[src/rtl/unsigned_seq_div_restoring_if.sv]
// Operand/result bundle for the restoring divider; load is a one-edge start strobe.
// The master drives the operands and load. The slave returns results and busy/done/div_by_zero status.
interface unsigned_seq_div_restoring_if #(
  parameter int N = 6
);
  logic              load;
  logic [2*N-1:0]    dividend;
  logic [N-1:0]      divisor;
  logic [2*N-1:0]    quotient;
  logic [N-1:0]      remainder;
  logic              busy;
  logic              done;
  logic              div_by_zero;

  modport master (
    output load, dividend, divisor,
    input  quotient, remainder, busy, done, div_by_zero
  );

  modport slave (
    input  load, dividend, divisor,
    output quotient, remainder, busy, done, div_by_zero
  );
endinterface

[src/rtl/unsigned_seq_div_restoring.sv]
// Restoring shift-subtract unsigned divider, 2N-bit dividend by N-bit divisor, one quotient bit per clock.
// done pulses 2N cycles after an accepted load (1 cycle for a zero divisor); load is ignored while busy.
module unsigned_seq_div_restoring #(
  parameter int N = 6
) (
  input  logic                          clk,
  input  logic                          rst,
  unsigned_seq_div_restoring_if.slave   bus
);
  localparam int            QW   = 2 * N;
  localparam int            CW   = $clog2(QW);
  localparam logic [CW-1:0] LAST = CW'(QW - 1);

  typedef enum logic [1:0] {
    S_IDLE = 2'd0,
    S_RUN  = 2'd1,
    S_DONE = 2'd2
  } state_t;

  state_t           r_state;
  state_t           w_state_nxt;

  logic [QW-1:0]    r_q;
  logic [N-1:0]     r_r;
  logic [N-1:0]     r_d;
  logic [CW-1:0]    r_cnt;
  logic [QW-1:0]    r_quotient;
  logic [N-1:0]     r_remainder;
  logic             r_dbz;

  logic             w_accept;
  logic             w_div_zero;
  logic             w_last;
  logic             w_ge;
  logic [N:0]       w_r_shift;
  logic [N-1:0]     w_r_next;
  logic [QW-1:0]    w_q_next;

  assign w_accept   = bus.load && (r_state != S_RUN);
  assign w_div_zero = (bus.divisor == '0);
  assign w_last     = (r_cnt == LAST);

  // Partial remainder stays below D, so N bits hold it between iterations.
  // After the shift, the top bit alone already implies R_shifted >= D.
  assign w_r_shift = {r_r, r_q[QW-1]};
  assign w_ge      = w_r_shift[N] || (w_r_shift[N-1:0] >= r_d);
  // Difference is < D whenever it is taken, so the mod-2^N subtraction is exact.
  assign w_r_next  = w_ge ? (w_r_shift[N-1:0] - r_d) : w_r_shift[N-1:0];
  assign w_q_next  = {r_q[QW-2:0], w_ge};

  always_ff @(posedge clk or negedge rst) begin
    if (!rst) begin
      r_state <= S_IDLE;
    end else begin
      r_state <= w_state_nxt;
    end
  end

  always_comb begin
    w_state_nxt = r_state;
    case (r_state)
      S_IDLE, S_DONE: begin
        if (w_accept) begin
          w_state_nxt = w_div_zero ? S_DONE : S_RUN;
        end else begin
          w_state_nxt = S_IDLE;
        end
      end
      S_RUN: begin
        if (w_last) begin
          w_state_nxt = S_DONE;
        end
      end
      default: w_state_nxt = S_IDLE;
    endcase
  end

  always_ff @(posedge clk or negedge rst) begin
    if (!rst) begin
      r_q         <= '0;
      r_r         <= '0;
      r_d         <= '0;
      r_cnt       <= '0;
      r_quotient  <= '0;
      r_remainder <= '0;
      r_dbz       <= 1'b0;
    end else if (w_accept) begin
      r_q   <= bus.dividend;
      r_d   <= bus.divisor;
      r_r   <= '0;
      r_cnt <= '0;
      r_dbz <= w_div_zero;
      if (w_div_zero) begin
        r_quotient  <= '1;
        r_remainder <= '0;
      end
    end else if (r_state == S_RUN) begin
      r_q   <= w_q_next;
      r_r   <= w_r_next;
      r_cnt <= r_cnt + 1'b1;
      if (w_last) begin
        r_quotient  <= w_q_next;
        r_remainder <= w_r_next;
      end
    end
  end

  assign bus.quotient    = r_quotient;
  assign bus.remainder   = r_remainder;
  assign bus.busy        = (r_state == S_RUN);
  assign bus.done        = (r_state == S_DONE);
  assign bus.div_by_zero = r_dbz;

  a_busy_done_excl: assert property (@(posedge clk) disable iff (!rst) !(bus.busy && bus.done));

endmodule
[src/flat_wrapper.sv]
// flat-port wrapper written by rule: the top's interface ports become plain ports
module unsigned_seq_div_restoring_flat 
#(
  parameter int N = 6
)
  (clk, rst, bus_load, bus_dividend, bus_divisor, bus_quotient, bus_remainder, bus_busy, bus_done, bus_div_by_zero);
  unsigned_seq_div_restoring_if #(.N(N)) bus_i ();
  input  logic clk;
  input  logic rst;
  input wire logic [$bits(bus_i.load)-1:0] bus_load;
  input wire logic [$bits(bus_i.dividend)-1:0] bus_dividend;
  input wire logic [$bits(bus_i.divisor)-1:0] bus_divisor;
  output wire logic [$bits(bus_i.quotient)-1:0] bus_quotient;
  output wire logic [$bits(bus_i.remainder)-1:0] bus_remainder;
  output wire logic [$bits(bus_i.busy)-1:0] bus_busy;
  output wire logic [$bits(bus_i.done)-1:0] bus_done;
  output wire logic [$bits(bus_i.div_by_zero)-1:0] bus_div_by_zero;
  assign bus_i.load = bus_load;
  assign bus_i.dividend = bus_dividend;
  assign bus_i.divisor = bus_divisor;
  assign bus_quotient = bus_i.quotient;
  assign bus_remainder = bus_i.remainder;
  assign bus_busy = bus_i.busy;
  assign bus_done = bus_i.done;
  assign bus_div_by_zero = bus_i.div_by_zero;
  unsigned_seq_div_restoring #(.N(N)) u_core (.clk(clk), .rst(rst), .bus(bus_i));
endmodule
[config.mk]
export PLATFORM = sky130hd
export DESIGN_NAME = unsigned_seq_div_restoring_flat
export DESIGN_NICKNAME = d
export VERILOG_FILES = /design/src/rtl/unsigned_seq_div_restoring_if.sv /design/src/rtl/unsigned_seq_div_restoring.sv /design/src/flat_wrapper.sv
export SDC_FILE = /design/constraint.sdc
export NUM_CORES = 1
export LEC_CHECK = 0
export ABC_CLOCK_PERIOD_IN_PS = 2200
export CAP_MARGIN = 20
export CORE_MARGIN = 2
export CORE_UTILIZATION = 56
export CTS_CLUSTER_SIZE = 40
export DETAILED_ROUTE_END_ITERATION = 8
export DONT_BUFFER_PORTS = 1
export PLACE_DENSITY = 0.74
export SLEW_MARGIN = 20
export SYNTH_ARGS = -nofsm -noshare
export SYNTH_HDL_FRONTEND = slang
export SYNTH_SLANG_ARGS = --single-unit
[constraint.sdc]
create_clock -name clk -period 2.2 [get_ports clk]
set_input_delay 0.44 -clock clk [delete_from_list [all_inputs] [get_ports clk]]
set_output_delay 0.44 -clock clk [all_outputs]
set_load 0.005 [all_outputs]
==> metrics.txt, run 1 <==
result of the run=complete, no violations; switching power total=about 1.9 mW; Clock power frac=a little under an eighth; share of async-settable or async-resettable flops after synthesis=100%; met1 track utilization from global routing=between 20 and 30%; wire length of the first global-routing pass=around 7900 um; layout cells sized above 1=between 10% and 20%; Maximum Capacitance Violations=0; Internal Dissipation=around 2.8 mW; unrepaired setup endpoints after global routing=false; switching power share of the total=40.2%; cell row count=23; most area-consuming cells after synthesis=dfrtp_1 52%, mux2i_1 5.5%, o21ai_0 4.2%; critical path class=reg2reg; final hold violations=0; most crowded layer after global routing=met2; core region area=between 4000 and 5000 um^2; count of endpoints failing setup in the final report=0; number of synthesized flops with an enable pin=0; proportion of power drawn by combinational gates=roughly half; Placed Instances=roughly 270; final slew viol count=0; Avg WL per Cell=17.6 um; drc violations=0; sum of negative setup slack=0 ns; pin count of the biggest net entering global routing=50; clock transition at the register clock pins on the worst setup and hold paths after CTS=0.09 ns; Vias=around 1700; number of instances in the synthesized netlist=220; arrival time worst endpoint=roughly 2.3 ns; Lkg Pwr=approximately 1.2 nW; number of nets in the layout=261; CP Launch Type=register; flops & latches, synth=between 40 and 50; number of antenna violations at the first check in global routing=0; global-route track usage on met3=about 4.7%; number of nets produced by synthesis=249; type of the most critical hold path=in2reg; diode insertion count for antenna repair=0; worst hold margin=0.279 ns; number of global-route vias before repair=approximately 1700; sequential share of power=~37%; layout filler cell count=approximately 340; Yosys warning total=0; critical path required time=about 2.4 ns; Total Power Consumption=4.61 mW; remaining global-route overflow=0; tightest slew margin relative to the limit=roughly four fifths; library cell with the largest summed area after synthesis=dfrtp_1; GR Layer Usage met2=a little under two fifths; number of nets with antenna violations after routing=0; endpoint class of the critical path=register; DRC violation total after the first TritonRoute iteration=106; number of levels the H-tree was split into=2; Layout area overhead=12.2%; top cell type's share of synthesized area=just over 50%; number of I/O port buffers=0; Post-Layout Cell Count=about 280; Worst path max stage delay=between 0.4 and 0.5 ns; final estimated routing congestion in global placement=0.852; sequential cell area in the final layout=1230 um^2; Layout Skew=about 0.0064 ns; chip width=69.0 um; top achievable clock speed=between 400 and 500 MHz; total routing resource utilization after global routing=a little under a quarter; standard cell with the maximum stage delay on the critical path=dfrtp_1; maximum net fanout on the critical path=6; CP cell instances=inv_1 -> ha_1 -> and4_1 -> or2_4 -> o22ai_4 -> mux2i_1 -> o22ai_1; peak ir drop on the vdd network=roughly 830 uV; Starting Density=58.6%; vertical die dimension=between 60 and 70 um; sequential element share of the synthesized area=51.9%; detailed-route vias per instance=~6.1; post-route minimum period=between 2 and 2.5 ns; total area of multi-input combinational cells=1090 um^2; CTS Root Cell=clkbuf_8; Mean Syn Cell Area=roughly 11 um^2; deepest clock path buffer count=2; main flop type after synthesis=dfrtp_1; number of distinct library cells after synthesis=40; area of the die=4750 um^2; number of clock buffers inserted by TritonCTS=5; io pins=42; slew at the pin closest to its max-slew limit=a little under 0.3 ns; first-pass iteration count of the detailed router=4; TritonCTS sink count=a little under 50; estimated wirelength of the detail-placed design=around 3500 um; TritonCTS clock tree=yes; wirelength, routed=4990 um; clock insertion delay at the later pin of the skew report=~0.30 ns; final cycle utilization of the critical path=between 90% and 100%; power density over cell area=1740 nW/um^2; Post-Syn Area=2360 um^2
-- critical path: cells and delay by family, from the launching register on --
family,cells,cell delay [ns]
simple gates,2,0.46
mux,1,0.33
flops,1,0.42
compound gates,2,0.36
buf+inv,1,0.06
fa+ha+maj,1,0.33
-- per-stage QoR --
stage / util (%) / setup slack [ns] / instance area, um^2
finish: 65.8 / 0.113 / 2650
global route: 65.8 / 0.00863 / 2650
CTS: 64.6 / 0.0157 / 2600
detailed placement: 61.4 / -0.0489 / 2470
global placement: 61.4 / 0.0424 / 2470
floorplan: - / 0.00427 / 2360
-- worst paths after layout --
path | slack [ns] | from | cells after the start | end
worst min register to register | 0.50 | u_core.r_cnt[3] | 1 | u_core.r_cnt[3]
worst max-delay path | 0.11 | u_core.r_d[1] | 7 | u_core.bus.remainder[2]
max in group asynchronous | 1.33 | rst | 2 | u_core.r_r[5]
worst max register to register | 0.11 | u_core.r_d[1] | 7 | u_core.bus.remainder[2]
min in group asynchronous | 0.64 | rst | 2 | u_core.r_d[4]
worst min-delay path | 0.28 | bus_divisor[3] | 1 | u_core.r_d[3]
-- synth_stat cells (all sizes together) (2+ instances only) --
master and n:
nand3 3, dfrtp 49, mux2i 13, inv 14
clkbuf 6, nor2b 5, or2 3, nand2 19
nand3b 7, o21ai 26, or3 2, a21oi 4
mux2 9, nor2 7, a211oi 3, o22a 11
o22ai 7, ha 7, and3b 2, buf 4
nand2b 4, a31oi 2
-- layout make-up --
class | instances | share of cell area (%)
clock buffer | 6 | 2.74
clock inverter | 2 | 0.519
inverter | 14 | 1.98
tap | 50 | 2.36
sequential | 49 | 46.3
multi-input combinational | 147 | 41.0
timing repair buffer | 15 | 5.10
-- per-layer routing --
layer | share of wire (%) | vias up
li1 | - | 814
met5 | 0 | -
met2 | 49 | 41
met1 | 44 | 852
met3 | 4.8 | 12
met4 | 2.2 | 0
-- power by group through the flow --
| stage | sequential, mW | combinational, mW | clock, mW |
|---|---|---|---|
| floorplan | 1.60 | 1.60 | 0 |
| global placement | 1.69 | 2.05 | 0 |
| detailed placement | 1.71 | 2.12 | 0 |
| CTS | 1.69 | 2.17 | 0.534 |
| global route | 1.76 | 2.68 | 0.569 |
| finish | 1.70 | 2.38 | 0.531 |
-- flip-flops by register name, summed over array words and instances, names as in the netlist --
name	cells
u_core.r_d	6
u_core.bus.div_by_zero	1
u_core.r_q	12
u_core.r_r	6
u_core.r_cnt	4
u_core.r_state	2
u_core.bus.remainder	6
u_core.bus.quotient	12
-- what timing repair did --
action / CTS / global route
cloned: 0 / 0
endpoints found under the hold margin: 49 / 0
setup endpoints to repair: 4 / 8
resized for setup: 1 / 9
hold buffers: 2 / 0
buffers inserted: 0 / 1
pin swaps: 0 / 4
-- layout by cell type, fill, tap and decap left out, types with 2 or more instances in the layout --
master / count
or2_2: 2
dfrtp_1: 49
clkbuf_8: 5
o21ai_1: 6
mux2_2: 7
buf_4: 13
inv_1: 14
o22a_1: 11
nand2_1: 19
nor2_1: 7
mux2_4: 2
mux2i_1: 13
a211oi_1: 3
and3b_1: 2
o21ai_0: 20
ha_1: 5
o22ai_1: 5
nand3b_1: 7
or3_1: 2
a21oi_1: 3
a31oi_1: 2
nand2b_1: 4
nand3_1: 3
nor2b_1: 5
-- kinds of logic (layout without fill, tap and decap cells) --
kind of cell    count (synthesis)  in the layout  synth area share (%)
fa+ha+maj                       8              8                  4.55
buf+inv                        24             37                  3.92
xor+xnor                        1              1                 0.371
flops                          49             49                  51.9
mux                            22             22                  9.80
compound gates                 59             59                  16.6
simple gates                   57             57                  12.8
Note: power is estimated with default switching activity, not from simulation.
==> run 2, diff against run 1 <==
ABC_CLOCK_PERIOD_IN_PS = 2029   (was 2200)
CORE_UTILIZATION = 62   (was 56)
CTS_BUF_LIST = sky130_fd_sc_hd__clkbuf_16   (was not set)
PLACE_DENSITY = 0.78   (was 0.74)
clock period = 2.03 ns   (was 2.2 ns; I/O delays follow)
==> metrics.txt, run 2 (synthesized netlist as in run 1, its figures left out) <==
pin count of the biggest net entering global routing=50; estimated wirelength of the detail-placed design=around 3500 um; vertical die dimension=roughly 66 um; number of nets with antenna violations after routing=0; diode insertion count for antenna repair=0; DRC violation total after the first TritonRoute iteration=137; slew at the pin closest to its max-slew limit=about 0.43 ns; final hold violations=0; commonest non-fill, non-tap cell in the layout=dfrtp_1; CTS Root Cell=clkbuf_16; worst setup path endpoint=u_core.bus.remainder[3]; startpoint of the worst hold path=bus_divisor[1]; failing checks=setup timing; number of clock buffers inserted by TritonCTS=5; type of the most critical hold path=in2reg; wirelength, routed=5950 um; Layout Skew=between 0.004 and 0.005 ns; first-pass iteration count of the detailed router=4; critical path required time=2.20 ns; Vias=1846; unrepaired setup endpoints after global routing=true; Final WS setup=-0.0320 ns; post-route minimum period=around 2.1 ns; Starting Density=between 60 and 70%; Layout area overhead=23.0%; Worst Setup SP=u_core.r_d[1]; detailed-route vias per instance=~6.3; sum of negative setup slack=-0.100 ns; critical path class=reg2reg; chip width=~66 um; number of nets in the layout=275; core region area=3660 um^2; commonest non-fill, non-tap cells in the layout=49 x dfrtp_1, 25 x buf_4, 19 x nand2_1; final cycle utilization of the critical path=102%; number of I/O port buffers=0; TritonCTS clock tree=yes; maximum net fanout on the critical path=6; total routing resource utilization after global routing=between 30% and 40%; layout filler cell count=around 220; top achievable clock speed=slightly below 500 MHz; setup slack of the worst register-to-register path=-0.03 ns; post-detailed-placement cell area=about 2500 um^2; deepest clock path buffer count=2; CP Launch Type=register; io pins=42; wire length of the first global-routing pass=approximately 9500 um; Lkg Pwr=approximately 1.3 nW; Maximum Capacitance Violations=0; power density over cell area=2130 nW/um^2; number of global-route vias before repair=just under 2000; utilization of the core after routing=79.4%; clock insertion delay at the later pin of the skew report=between 0.2 and 0.3 ns; result of the run=complete, but fails checks; tightest slew margin relative to the limit=71.2%; final slew viol count=0; number of antenna violations at the first check in global routing=0; clock transition at the register clock pins on the worst setup and hold paths after CTS=around 0.07 ns; count of endpoints failing setup in the final report=6; cell row count=22; peak ir drop on the vdd network=around 940 uV; arrival time worst endpoint=between 2 and 2.5 ns; final estimated routing congestion in global placement=slightly above 0.9; FF-to-FF path depth=8; TritonCTS sink count=49; beginning of the worst register-to-register path=u_core.r_d[1]; layout cells sized above 1=between 20 and 30%; remaining global-route overflow=0; endpoint class of the critical path=register; Avg WL per Cell=20.2 um; drc violations=0; number of levels the H-tree was split into=2; cell area after layout=~2900 um^2; R2R Path End=u_core.bus.remainder[3]; area of the die=around 4300 um^2
## run 2: changes by cell type in the layout (fill, tap and decap cells not counted), sizes merged
cell and delta:
clkinvlp +1, buf +14, clkbuf -1
## run 2: worst min path at each step
stage	to	depth (start not counted)	slack, ns
final	u_core.r_d[1]	1	0.26
after global placement	u_core.bus.div_by_zero	0	0.11
after floorplan	u_core.bus.div_by_zero	0	0.11
after detailed placement	u_core.bus.div_by_zero	0	0.11
after CTS	u_core.r_d[1]	1	0.26
after global routing	u_core.r_d[2]	1	0.26
## run 2: critical path, stage by stage (launching register included)
cell and delay [ns]:
dfrtp_1 0.41, inv_2 0.10, ha_4 0.21, and4_1 0.21
or2_1 0.26, o22ai_4 0.26, buf_6 0.16, mux2i_4 0.24
o22ai_2 0.09
## run 2: area by class of cell
type | count | area (um^2) | area share, %
sequential | 49 | 1230 | 42.2
multi-input combinational | 147 | 1170 | 40.4
timing repair buffer | 29 | 248 | 8.52
clock buffer | 5 | 125 | 4.30
tap | 48 | 60.1 | 2.07
inverter | 14 | 52.6 | 1.81
clock inverter | 3 | 21.3 | 0.732
## run 2: report_power, final
part	switching [mW]	internal [mW]	leakage [nW]
logic	1.71	1.78	0.653
registers	0.389	1.46	0.591
clock network	0.380	0.459	0.0702
total	2.48	3.70	1.31
## run 2: timing repair
| item | 4_1_cts | 5_1_grt |
|---|---|---|
| pin swaps | 10 | 6 |
| setup buffers | 6 | 2 |
| hold endpoints to repair | 49 | 0 |
| endpoints found under the setup margin | 11 | 12 |
| hold buffers | 2 | 0 |
| resized for setup | 17 | 12 |
## run 2: through the flow
step	worst slack, ns	cells	hold WS, ns	total power, mW
after CTS	-0.0381	293	0.261	5.79
after detailed placement	-0.191	277	0.112	4.39
final	-0.0320	295	0.260	6.18
after floorplan	-0.0346	220	0.110	3.51
after global placement	-0.0212	277	0.111	4.24
after global routing	-0.0696	295	0.261	6.54
## run 2: layer usage
metal  routed length [um]  GRT usage [%]  vias to the layer above
li1                     -              -                      836
met1                 2330           36.1                      906
met2                 3030           50.4                       85
met3                  393           8.05                       19
met4                  189           14.6                        0
met5                    0              0                        -
==> run 3, diff against run 2 <==
ABC_CLOCK_PERIOD_IN_PS = 2200   (was 2029)
SLEW_MARGIN = 0   (was 20)
TNS_END_PERCENT = 1   (was not set)
clock period = 2.2 ns   (was 2.03 ns; I/O delays follow)
==> metrics.txt, run 3 (synthesized netlist as in run 1, its figures left out) <==
result of the run=complete, but fails checks; failing checks=hold timing; tightest slew margin relative to the limit=~58%; type of the most critical hold path=in2async; standard cell with the maximum stage delay on the critical path=dfrtp_1; number of levels the H-tree was split into=2; number of antenna violations at the first check in global routing=0; Total Power Consumption=4.88 mW; area of the die=roughly 4300 um^2; CP Launch Type=register; chip width=roughly 66 um; diode insertion count for antenna repair=0; commonest non-fill, non-tap cell in the layout=dfrtp_1; FF-to-FF path depth=7; drc violations=0; clock insertion delay at the later pin of the skew report=between 0.2 and 0.3 ns; Lkg Pwr=between 1 and 1.5 nW; Vias=~1700; CP cell instances=inv_1 -> ha_4 -> a211o_1 -> or2_1 -> o22ai_4 -> mux2i_2 -> o22ai_1; wirelength, routed=5140 um; final hold violations=2; slew at the pin closest to its max-slew limit=around 0.63 ns; deepest clock path buffer count=2; first-pass iteration count of the detailed router=4; TritonCTS clock tree=yes; power density over cell area=around 1800 nW/um^2; Layout area overhead=13.7%; number of global-route vias before repair=about 1800; peak ir drop on the vdd network=around 950 uV; clock transition at the register clock pins on the worst setup and hold paths after CTS=0.06 ns; Layout Skew=approximately 0.0037 ns; CTS Root Cell=clkbuf_16; number of nets in the layout=between 200 and 300; critical path class=reg2reg; wire length of the first global-routing pass=roughly 8300 um; worst hold margin=-0.00253 ns; worst setup path endpoint=u_core.bus.remainder[2]; Placed Instances=about 270; layout cells sized above 1=between 15 and 20%; beginning of the worst register-to-register path=u_core.r_d[5]; Worst Setup SP=u_core.r_d[5]; R2R Path End=u_core.bus.remainder[2]; cell row count=22; number of nets with antenna violations after routing=0; Post-Layout Cell Count=279; total routing resource utilization after global routing=between 20% and 30%; maximum net fanout on the critical path=6; top achievable clock speed=about 470 MHz; final estimated routing congestion in global placement=about 0.84; endpoint class of the critical path=register; number of I/O port buffers=0; critical path required time=approximately 2.4 ns; io pins=42; estimated wirelength of the detail-placed design=between 3000 and 4000 um; Avg WL per Cell=18.4 um; detailed-route vias per instance=6.10; Starting Density=64.5%; Maximum Capacitance Violations=0; pin count of the biggest net entering global routing=50; Worst path max stage delay=slightly below 0.4 ns; commonest non-fill, non-tap cells in the layout=49 x dfrtp_1, 20 x o21ai_0, 19 x nand2_1; DRC violation total after the first TritonRoute iteration=110; arrival time worst endpoint=2.28 ns; number of clock buffers inserted by TritonCTS=5; core region area=approximately 3700 um^2; setup slack of the worst register-to-register path=approximately 0.080 ns; post-route minimum period=2.12 ns; TritonCTS sink count=just under 50; vertical die dimension=around 66 um; count of endpoints failing setup in the final report=0; final slew viol count=0; remaining global-route overflow=0; final cycle utilization of the critical path=just under 100%
==> run 3: worst min-delay path by stage <==
stage | from | end | slack, ns | cells past startpoint
6_report | rst | u_core.r_r[4] | -0.003 | 1
5_1_grt | rst | u_core.bus.quotient[11] | 0.005 | 1
4_1_cts | rst | u_core.bus.remainder[2] | 0.01 | 1
3_5_place_dp | rst | u_core.r_r[4] | 0.15 | 0
3_3_place_gp | rst | u_core.r_d[5] | 0.15 | 0
2_1_floorplan | rst | u_core.bus.div_by_zero | 0.14 | 0
==> run 3: critical path: cells and delay by family, from the launching register on <==
kind	cells	cell delay, ns
AO/OA/AOI/OAI	3	0.71
adder cells (fa/ha/maj)	1	0.21
buffers and inverters	1	0.11
flip-flops	1	0.39
multiplexers	1	0.34
AND/OR/NAND/NOR	1	0.25
==> run 3: timing repair <==
| item | 4_1_cts | 5_1_grt |
|---|---|---|
| pin swaps | 0 | 6 |
| setup buffers | 0 | 2 |
| endpoints found under the hold margin | 49 | 0 |
| hold buffers | 1 | 0 |
| endpoints found under the setup margin | 6 | 11 |
| gates resized for setup | 1 | 10 |
==> run 3: final cells by class <==
| cell class | instances | area [um^2] |
|---|---|---|
| timing repair buffer | 13 | 118 |
| multi-input combinational | 147 | 1090 |
| sequential | 49 | 1230 |
| clock buffer | 5 | 125 |
| tap | 48 | 60.1 |
| inverter | 14 | 52.6 |
| clock inverter | 3 | 17.5 |
| fill | 270 | 976 |
==> run 3: power by group <==
| part | internal, mW | switching [mW] |
|---|---|---|
| registers | 1.35 | 0.353 |
| logic | 1.18 | 1.26 |
| clock network | 0.419 | 0.317 |
| total | 2.95 | 1.93 |
==> run 3: metrics by stage <==
stage / area (um^2) / setup TNS [ns] / worst slack [ns] / hold slack, ns / util, %
floorplan: 2360 / 0 / 0.00427 / 0.144 / -
global placement: 2460 / 0 / 0.0142 / 0.146 / 67.1
finish: 2690 / 0 / 0.0795 / -0.00253 / 73.3
CTS: 2630 / 0 / 0.00125 / 0.00998 / 71.9
global route: 2690 / -0.0443 / -0.0356 / 0.00464 / 73.3
detailed placement: 2460 / -0.183 / -0.0829 / 0.145 / 67.1
==> run 3: routing by layer <==
metal | part of all wire [%] | global-route usage, %
met1 | 41 | 32.3
met2 | 53 | 42.3
met3 | 3.6 | 6.51
met4 | 2.4 | 10.2
met5 | 0 | 0
